<file path="src/rtl/mul_job_sequencer.sv">
// rtl/mul_job_sequencer.sv - operand FIFO, launch/capture FSM and timeout watchdog for a shift-add multiplier
module mul_job_sequencer #(
    parameter int NB      = 15,
    parameter int DEPTH   = 4,
    parameter int TIMEOUT = 2 * NB
) (
    input  logic                    clk,
    input  logic                    rst_n,
    input  logic                    in_valid,
    output logic                    in_ready,
    input  logic [NB-1:0]           in_a,
    input  logic [NB-1:0]           in_b,
    output logic                    out_valid,
    input  logic                    out_ready,
    output logic [2*NB-1:0]         out_product,
    output logic                    out_err,
    output logic                    mult_start,
    output logic [NB-1:0]           mult_a,
    output logic [NB-1:0]           mult_b,
    input  logic [2*NB-1:0]         mult_product,
    input  logic                    mult_ready,
    output logic                    busy,
    output logic [$clog2(DEPTH):0]  count
);

    localparam int AW = $clog2(DEPTH);
    localparam int CW = AW + 1;
    localparam int TW = $clog2(TIMEOUT + 1);
    localparam int PW = 2 * NB;

    typedef enum logic [2:0] {
        S_IDLE,
        S_LAUNCH,
        S_ARM,
        S_WAIT,
        S_OUT
    } state_t;

    state_t          state_q, state_d;
    logic [AW-1:0]   wr_ptr_q, wr_ptr_d;
    logic [AW-1:0]   rd_ptr_q, rd_ptr_d;
    logic [CW-1:0]   count_q, count_d;
    logic [TW-1:0]   timer_q, timer_d;
    logic [NB-1:0]   mult_a_q, mult_a_d;
    logic [NB-1:0]   mult_b_q, mult_b_d;
    logic [PW-1:0]   out_product_q, out_product_d;
    logic            out_valid_q, out_valid_d;
    logic            out_err_q, out_err_d;

    logic [NB-1:0]   mem_a_q [DEPTH];
    logic [NB-1:0]   mem_b_q [DEPTH];

    logic            full;
    logic            push;
    logic            pop;

    // No bypass: a pop in the same cycle never frees a slot for a push while full.
    assign full     = (count_q == CW'(DEPTH));
    assign in_ready = rst_n && !full;
    assign push     = in_valid && in_ready;

    always_comb begin
        state_d       = state_q;
        timer_d       = timer_q;
        out_product_d = out_product_q;
        out_valid_d   = out_valid_q;
        out_err_d     = out_err_q;
        pop           = 1'b0;

        case (state_q)
            S_IDLE: begin
                if (count_q != '0) begin
                    pop     = 1'b1;
                    state_d = S_LAUNCH;
                end
            end
            S_LAUNCH: begin
                state_d = S_ARM;
            end
            S_ARM: begin
                // The multiplier's ready is stale until it has seen the start pulse.
                timer_d = '0;
                state_d = S_WAIT;
            end
            S_WAIT: begin
                timer_d = timer_q + TW'(1);
                if (mult_ready) begin
                    out_product_d = mult_product;
                    out_err_d     = 1'b0;
                    out_valid_d   = 1'b1;
                    state_d       = S_OUT;
                end else if (timer_q == TW'(TIMEOUT - 1)) begin
                    out_product_d = '0;
                    out_err_d     = 1'b1;
                    out_valid_d   = 1'b1;
                    state_d       = S_OUT;
                end
            end
            S_OUT: begin
                if (out_ready) begin
                    out_valid_d = 1'b0;
                    if (count_q != '0) begin
                        pop     = 1'b1;
                        state_d = S_LAUNCH;
                    end else begin
                        state_d = S_IDLE;
                    end
                end
            end
            default: begin
                state_d = S_IDLE;
            end
        endcase
    end

    always_comb begin
        wr_ptr_d = wr_ptr_q;
        rd_ptr_d = rd_ptr_q;
        count_d  = count_q;
        mult_a_d = mult_a_q;
        mult_b_d = mult_b_q;

        if (push) begin
            wr_ptr_d = wr_ptr_q + AW'(1);
        end
        if (pop) begin
            mult_a_d = mem_a_q[rd_ptr_q];
            mult_b_d = mem_b_q[rd_ptr_q];
            rd_ptr_d = rd_ptr_q + AW'(1);
        end

        case ({push, pop})
            2'b10:   count_d = count_q + CW'(1);
            2'b01:   count_d = count_q - CW'(1);
            default: count_d = count_q;
        endcase
    end

    always_ff @(posedge clk) begin
        if (push) begin
            mem_a_q[wr_ptr_q] <= in_a;
            mem_b_q[wr_ptr_q] <= in_b;
        end
    end

    always_ff @(posedge clk) begin
        if (!rst_n) begin
            state_q       <= S_IDLE;
            wr_ptr_q      <= '0;
            rd_ptr_q      <= '0;
            count_q       <= '0;
            timer_q       <= '0;
            mult_a_q      <= '0;
            mult_b_q      <= '0;
            out_product_q <= '0;
            out_valid_q   <= 1'b0;
            out_err_q     <= 1'b0;
        end else begin
            state_q       <= state_d;
            wr_ptr_q      <= wr_ptr_d;
            rd_ptr_q      <= rd_ptr_d;
            count_q       <= count_d;
            timer_q       <= timer_d;
            mult_a_q      <= mult_a_d;
            mult_b_q      <= mult_b_d;
            out_product_q <= out_product_d;
            out_valid_q   <= out_valid_d;
            out_err_q     <= out_err_d;
        end
    end

    assign mult_start  = (state_q == S_LAUNCH);
    assign mult_a      = mult_a_q;
    assign mult_b      = mult_b_q;
    assign out_valid   = out_valid_q;
    assign out_product = out_product_q;
    assign out_err     = out_err_q;
    assign count       = count_q;
    assign busy        = (state_q != S_IDLE) || (count_q != '0);

endmodule

</file>
<file path="config.mk">
export PLATFORM = sky130hd
export DESIGN_NAME = mul_job_sequencer
export DESIGN_NICKNAME = d
export VERILOG_FILES = /design/src/rtl/mul_job_sequencer.sv
export SDC_FILE = /design/constraint.sdc
export NUM_CORES = 1
export LEC_CHECK = 0
export CAP_MARGIN = 5
export CORE_AREA = 2 2 125 127
export DETAILED_ROUTE_END_ITERATION = 6
export DIE_AREA = 0 0 127 129
export HOLD_SLACK_MARGIN = 0.12
export PLACE_DENSITY = 0.74
export SLEW_MARGIN = 20
export SYNTH_ARGS = -nofsm -noshare
export SYNTH_HDL_FRONTEND = slang
export SYNTH_SLANG_ARGS = --single-unit
</file>
<file path="constraint.sdc">
create_clock -name clk -period 3.4 [get_ports clk]
set_input_delay 0.68 -clock clk [delete_from_list [all_inputs] [get_ports clk]]
set_output_delay 0.68 -clock clk [all_outputs]
set_load 0.1 [all_outputs]
</file>
==> After elaboration in Yosys (flattened, before gate mapping) <==
Memories as Yosys holds them, arrays and structs flattened. A register that Yosys moved wholly into a read port is not among the register bits.
Cells that the tools add are included.
Widths: inputs -> output; s select.
{ "classes": {"addsub": 5, "eq_ne": 11, "mux": 20, "reduce_logical": 16} }
{ "op_table": {"columns": ["cell", "count"], "rows": [
  ["$mux 30", 2],
  ["$pmux 3 s5", 1],
  ["$mux 3", 4],
  ["$pmux 5 s2", 1],
  ["$mux 1", 9],
  ["$reduce_bool 2->1", 4],
  ["$eq 3x2->1 const B", 2],
  ["$eq 3x3->1 const B", 2],
  ["$pmux 3 s2", 1],
  ["$reduce_and 3->1", 2],
  ["$reduce_bool 3->1", 2],
  ["$add 5x1->5 const B", 1],
  ["$eq 5x5->1 const B", 1],
  ["$add 2x1->2 const B", 2],
  ["$ne 2x2->1 const B", 2],
  ["$pmux 1 s2", 2],
  ["$add 3x1->3 const B", 1],
  ["$eq 3x1->1 const B", 1],
  ["$logic_not 1->1", 3],
  ["$logic_not 3->1", 1],
  ["$ne 3x3->1 const B", 1],
  ["$sub 3x1->3 const B", 1],
  ["$eq 2x1->1 const B", 1],
  ["$eq 2x2->1 const B", 1],
  ["3 further kinds", 4]
]} }
{ "totals": {"reg_bits": 47, "ram_bits": 120, "input_bits": 65, "elab_cells": 62, "n_memories": 2} }
{ "memory_table": {"columns": ["memory", "words", "width", "read_ports", "rd_ports_with_merged_regs", "wr", "line_no", "text"], "rows": [
  ["mem_a_q", 4, 15, 1, 1, 1, "50", "logic [NB-1:0] mem_a_q [DEPTH];"],
  ["mem_b_q", 4, 15, 1, 1, 1, "51", "logic [NB-1:0] mem_b_q [DEPTH];"]
]} }

==> Longest topological paths before layout <==
{ "logic_depth": {"word_depth": 6, "ltp_mapped": 11, "depth_no_buf": 9} }

==> Worst setup path after synthesis <==
Ideal clock, no wire load.
{ "synth_timing": {"path_kind": "flip-flop to output port", "start": "register count_q[0] (netlist: count[0])", "end": "output port in_ready", "arrival_time_ns": 2.732, "required_time_ns": 2.720, "slack_ns": -0.012, "path_stages_with_launch": 3, "path_buffers": 0, "path_cell_list": "dfxtp_1 nor2_1 a21oi_1"} }
{ "synth_between": {"elab_chain_cells": 3} }
{ "synth_rtl": {"columns": ["element", "line_no", "text"], "rows": [
  ["start: declaration", "42", "logic [CW-1:0] count_q, count_d;"],
  ["start signal: assignment", "162", "count_q <= count_d;"],
  ["$eq 3x3->1", "58", "assign full = (count_q == CW'(DEPTH));"],
  ["$logic_not 1->1", "59", "assign in_ready = rst_n && !full;"],
  ["$logic_and 1x1->1", "59", null],
  ["end: declaration", "10", "output logic in_ready,"]
]} }
Every way passes these cells.

==> Final worst setup path <==
{ "layout_timing": {"start": "register mult_b_q[5] (netlist: mult_b[5]) (read register of mem_b_q)", "end": "output port mult_b[5]"} }
{ "layout_lines": {"columns": ["element", "line_no", "text"], "rows": [
  ["start: declaration", "45", "logic [NB-1:0] mult_b_q, mult_b_d;"],
  ["end: declaration", "19", "output logic [NB-1:0] mult_b,"]
]} }
No word-level cell between the ends.

==> impl_results.md <==
- Status: finished, final reports clean
- EDFF count, synth: 120
- # IOs: approximately 130
- RSZ-0062 raised after global routing: no
- Register area share after synthesis: 69.5%
- Final Setup Violations: 0
- R2R Path Start: state_q[0]
- Max Slew Vio Count: 0
- Largest family of logic cells by synthesized area: multiplexers
- Initial antenna violation count: 0
- Via density: around 5.4
- Worst path slowest cell: clkdlybuf4s50_1
- Commonest non-fill, non-tap cells in the layout: edfxtp_1 (120), clkdlybuf4s50_1 (112), nand2_1 (100)
- Synth Cell Area: roughly 7400 um^2
- Initial cell density of the core: between 40% and 50%
- TritonCTS Buffers: 17
- Worst path top cell family by delay: buffers and inverters
- # DRC: 0
- GRT overflow: 0
- Worst setup path class: register to output pin
- Final period utilization: around 77%
- Worst path cell trace: clkdlybuf4s50_1
- DR pass1 iterations: 5
- Async SR Flop Fraction: 0%
- Fill count: about 1.1k
- Largest net degree at the start of global routing: roughly 100
- Routed Antenna Nets: 0
- CP Capture Type: output pin
- Crit path DAT: between 1500 and 2000 ps
- Worst r2r dst: count[2]
- Adder-Cell Fraction of Synth Area: roughly 1.5%
- Synth Area in Simple Gates: 8.46%
- Reg2Reg Setup Slack: 1160 ps
- Clk buf depth: 2
- Power Density: about 840 nW/um^2
- Slew margin rel.: between 20% and 30%
- TNS Setup: 0 ps
- Critical Path Start Type: register
- Share of cells above drive strength 1: between 10% and 20%
- Hold Path Sink: mult_b[6]
- Initial DRC count: ~290
- Reg clk slew, reported paths: about 70 ps
- YS warnings: 0
- Core Footprint: 15,000 um^2
- Final Hold Viols: 0
- Die X-Extent: roughly 130 um
- Reg area: 5150 um^2
- Postcts setup bufs: 0
- Multiplexer share of the synthesized area: under 10%
- Vias in the first global route: about 4.7k
- Maximum VDD drop: ~0.62 mV
- FP Rows: between 40 and 50
- Bufs and invs on worst path: 1
- Worst skew pair latency: 420 ps
- Syn Nets: around 580
- Area of the die: approximately 16,000 um^2
- Worst path max stage delay: around 1200 ps
- Post-synthesis xor/xnor area fraction: 0.237%
- Clock Skews: 5.49 ps
- Min cycle time layout: 2610 ps
- Max Freq: 0.383 GHz
- Inst Count DP: 801
- N_diodes: 0
- FF-to-FF path depth: 8
- First-pass GRT wire length: around 24,000 um
- Routed wire length: about 15,000 um
- Final #Nets: 705
- CTS HTree Levels: 4
- Synth-to-layout area growth: 27.8%
- Final std cells w/o fill: roughly 830
- Library cells used by synthesis: 39
- WP depth: 1
- CP max FO: 2
- Max cap viols: 0
- Worst Hold Launch: mult_b[6]
- Routability cong.: ~0.78
- Root Buffer: clkbuf_16
- TritonCTS clock tree: yes
- Chip height: 129 um
- Hold Crit Class: register to register
- Worst Path Required: roughly 2700 ps
- Total GRT Usage: 18.9%
- Static leakage: approximately 3.2 nW
- Post-cts resize count: 0
- Hold_buf cts: 0
- Area of the multi-input gates: 2060 um^2
- Routed len/inst: roughly 18 um
- DP HPWL: ~9200 um
- Compound-Gate Fraction of Synth Area: 7.88%
- Avg Inst Size Synth: about 15 um^2
- DR vias: between 4k and 5k
- Worst Hold Depth: 2
- Worst Max-Slew Pin Slew: between 1000 and 1500 ps
- Post-synthesis cell count: just over 500
- Synth Flop Type: edfxtp_1
- Yosys reg bits: just under 200
- # clock sinks: roughly 200
- Buffers on Ports: around 130
- Commonest non-fill, non-tap cell in the layout: edfxtp_1
[stage by stage]
stage	setup slack [ps]	hold slack, ps	total power, W	instance area [um^2]	utilization [%]
3_5_place_dp	417	453	0.00610	8890	59.3
3_3_place_gp	458	451	0.00605	8890	59.3
4_1_cts	751	462	0.00802	9450	63.1
2_1_floorplan	113	454	0.00539	7400	-
6_report	786	459	0.00795	9450	63.1
5_1_grt	730	484	0.00826	9450	63.1
[cells in the mapped netlist, types with 2 or more instances]
cell type / n / area share [%]
nand2_1: 100 / 5.1
nand3_1: 2 / 0.14
nor3_2: 2 / 0.27
ha_1: 7 / 1.2
and2_1: 5 / 0.42
or3_1: 3 / 0.25
nand2b_1: 6 / 0.51
a21oi_1: 11 / 0.74
o21ai_0: 3 / 0.20
edfxtp_1: 120 / 49
clkbuf_1: 16 / 0.81
o2bb2ai_1: 30 / 3.6
buf_6: 2 / 0.30
dfxtp_1: 77 / 21
buf_2: 16 / 1.1
nand4_1: 2 / 0.17
inv_1: 10 / 0.51
mux4_2: 30 / 9.1
mux2i_1: 4 / 0.54
o211a_1: 2 / 0.27
nor2_1: 7 / 0.36
o22ai_1: 32 / 2.7
xor2_1: 2 / 0.24
[power breakdown]
part / leakage [nW] / switching, W / internal (W)
Combinational: 1.22 / 0.00204 / 0.000867
Clock: 0.278 / 0.000814 / 0.00111
Sequential: 1.72 / 0.000292 / 0.00283
Total: 3.22 / 0.00314 / 0.00481
[logic make-up after synthesis]
kind of cell | after synthesis
mux | 34
compound gates | 81
simple gates | 138
xor+xnor | 2
flops | 197
buf+inv | 45
fa+ha+maj | 8
[routing by layer]
layer  vias to the layer above  part of all wire (%)  track usage [%]
met5                         -                     0                0
met2                       131                    50             32.3
met1                      2220                    43             23.0
li1                       2144                     -                -
met4                         0                   1.2             5.82
met3                        13                   6.0             6.44
[sequential cells by signal, indices dropped and copies added (netlist names)]
register     count
mem_a_q         60
mem_b_q         60
out_product     30
mult_a          15
mult_b          15
timer_q          5
count            3
state_q          3
rd_ptr_q         2
wr_ptr_q         2
out_err          1
out_valid        1
[area by class of cell]
type	count	share of cell area, %
Inverter	10	0.397
Clock inverter	11	1.14
Sequential cell	197	54.5
Tap cell	188	2.49
Clock buffer	20	4.83
Multi-Input combinational cell	263	21.8
Timing Repair Buffer	143	14.9
[how the worst max path moves through the flow]
stage,start,endpoint,slack (ps)
2_1_floorplan,state_q[0],mult_start,110
5_1_grt,out_ready,count[2],730
3_3_place_gp,out_ready,count[2],460
6_report,mult_b[5],mult_b[5],790
3_5_place_dp,out_ready,count[2],420
4_1_cts,mult_a[7],mult_a[7],750
Note: power is estimated with default switching activity, not from simulation.
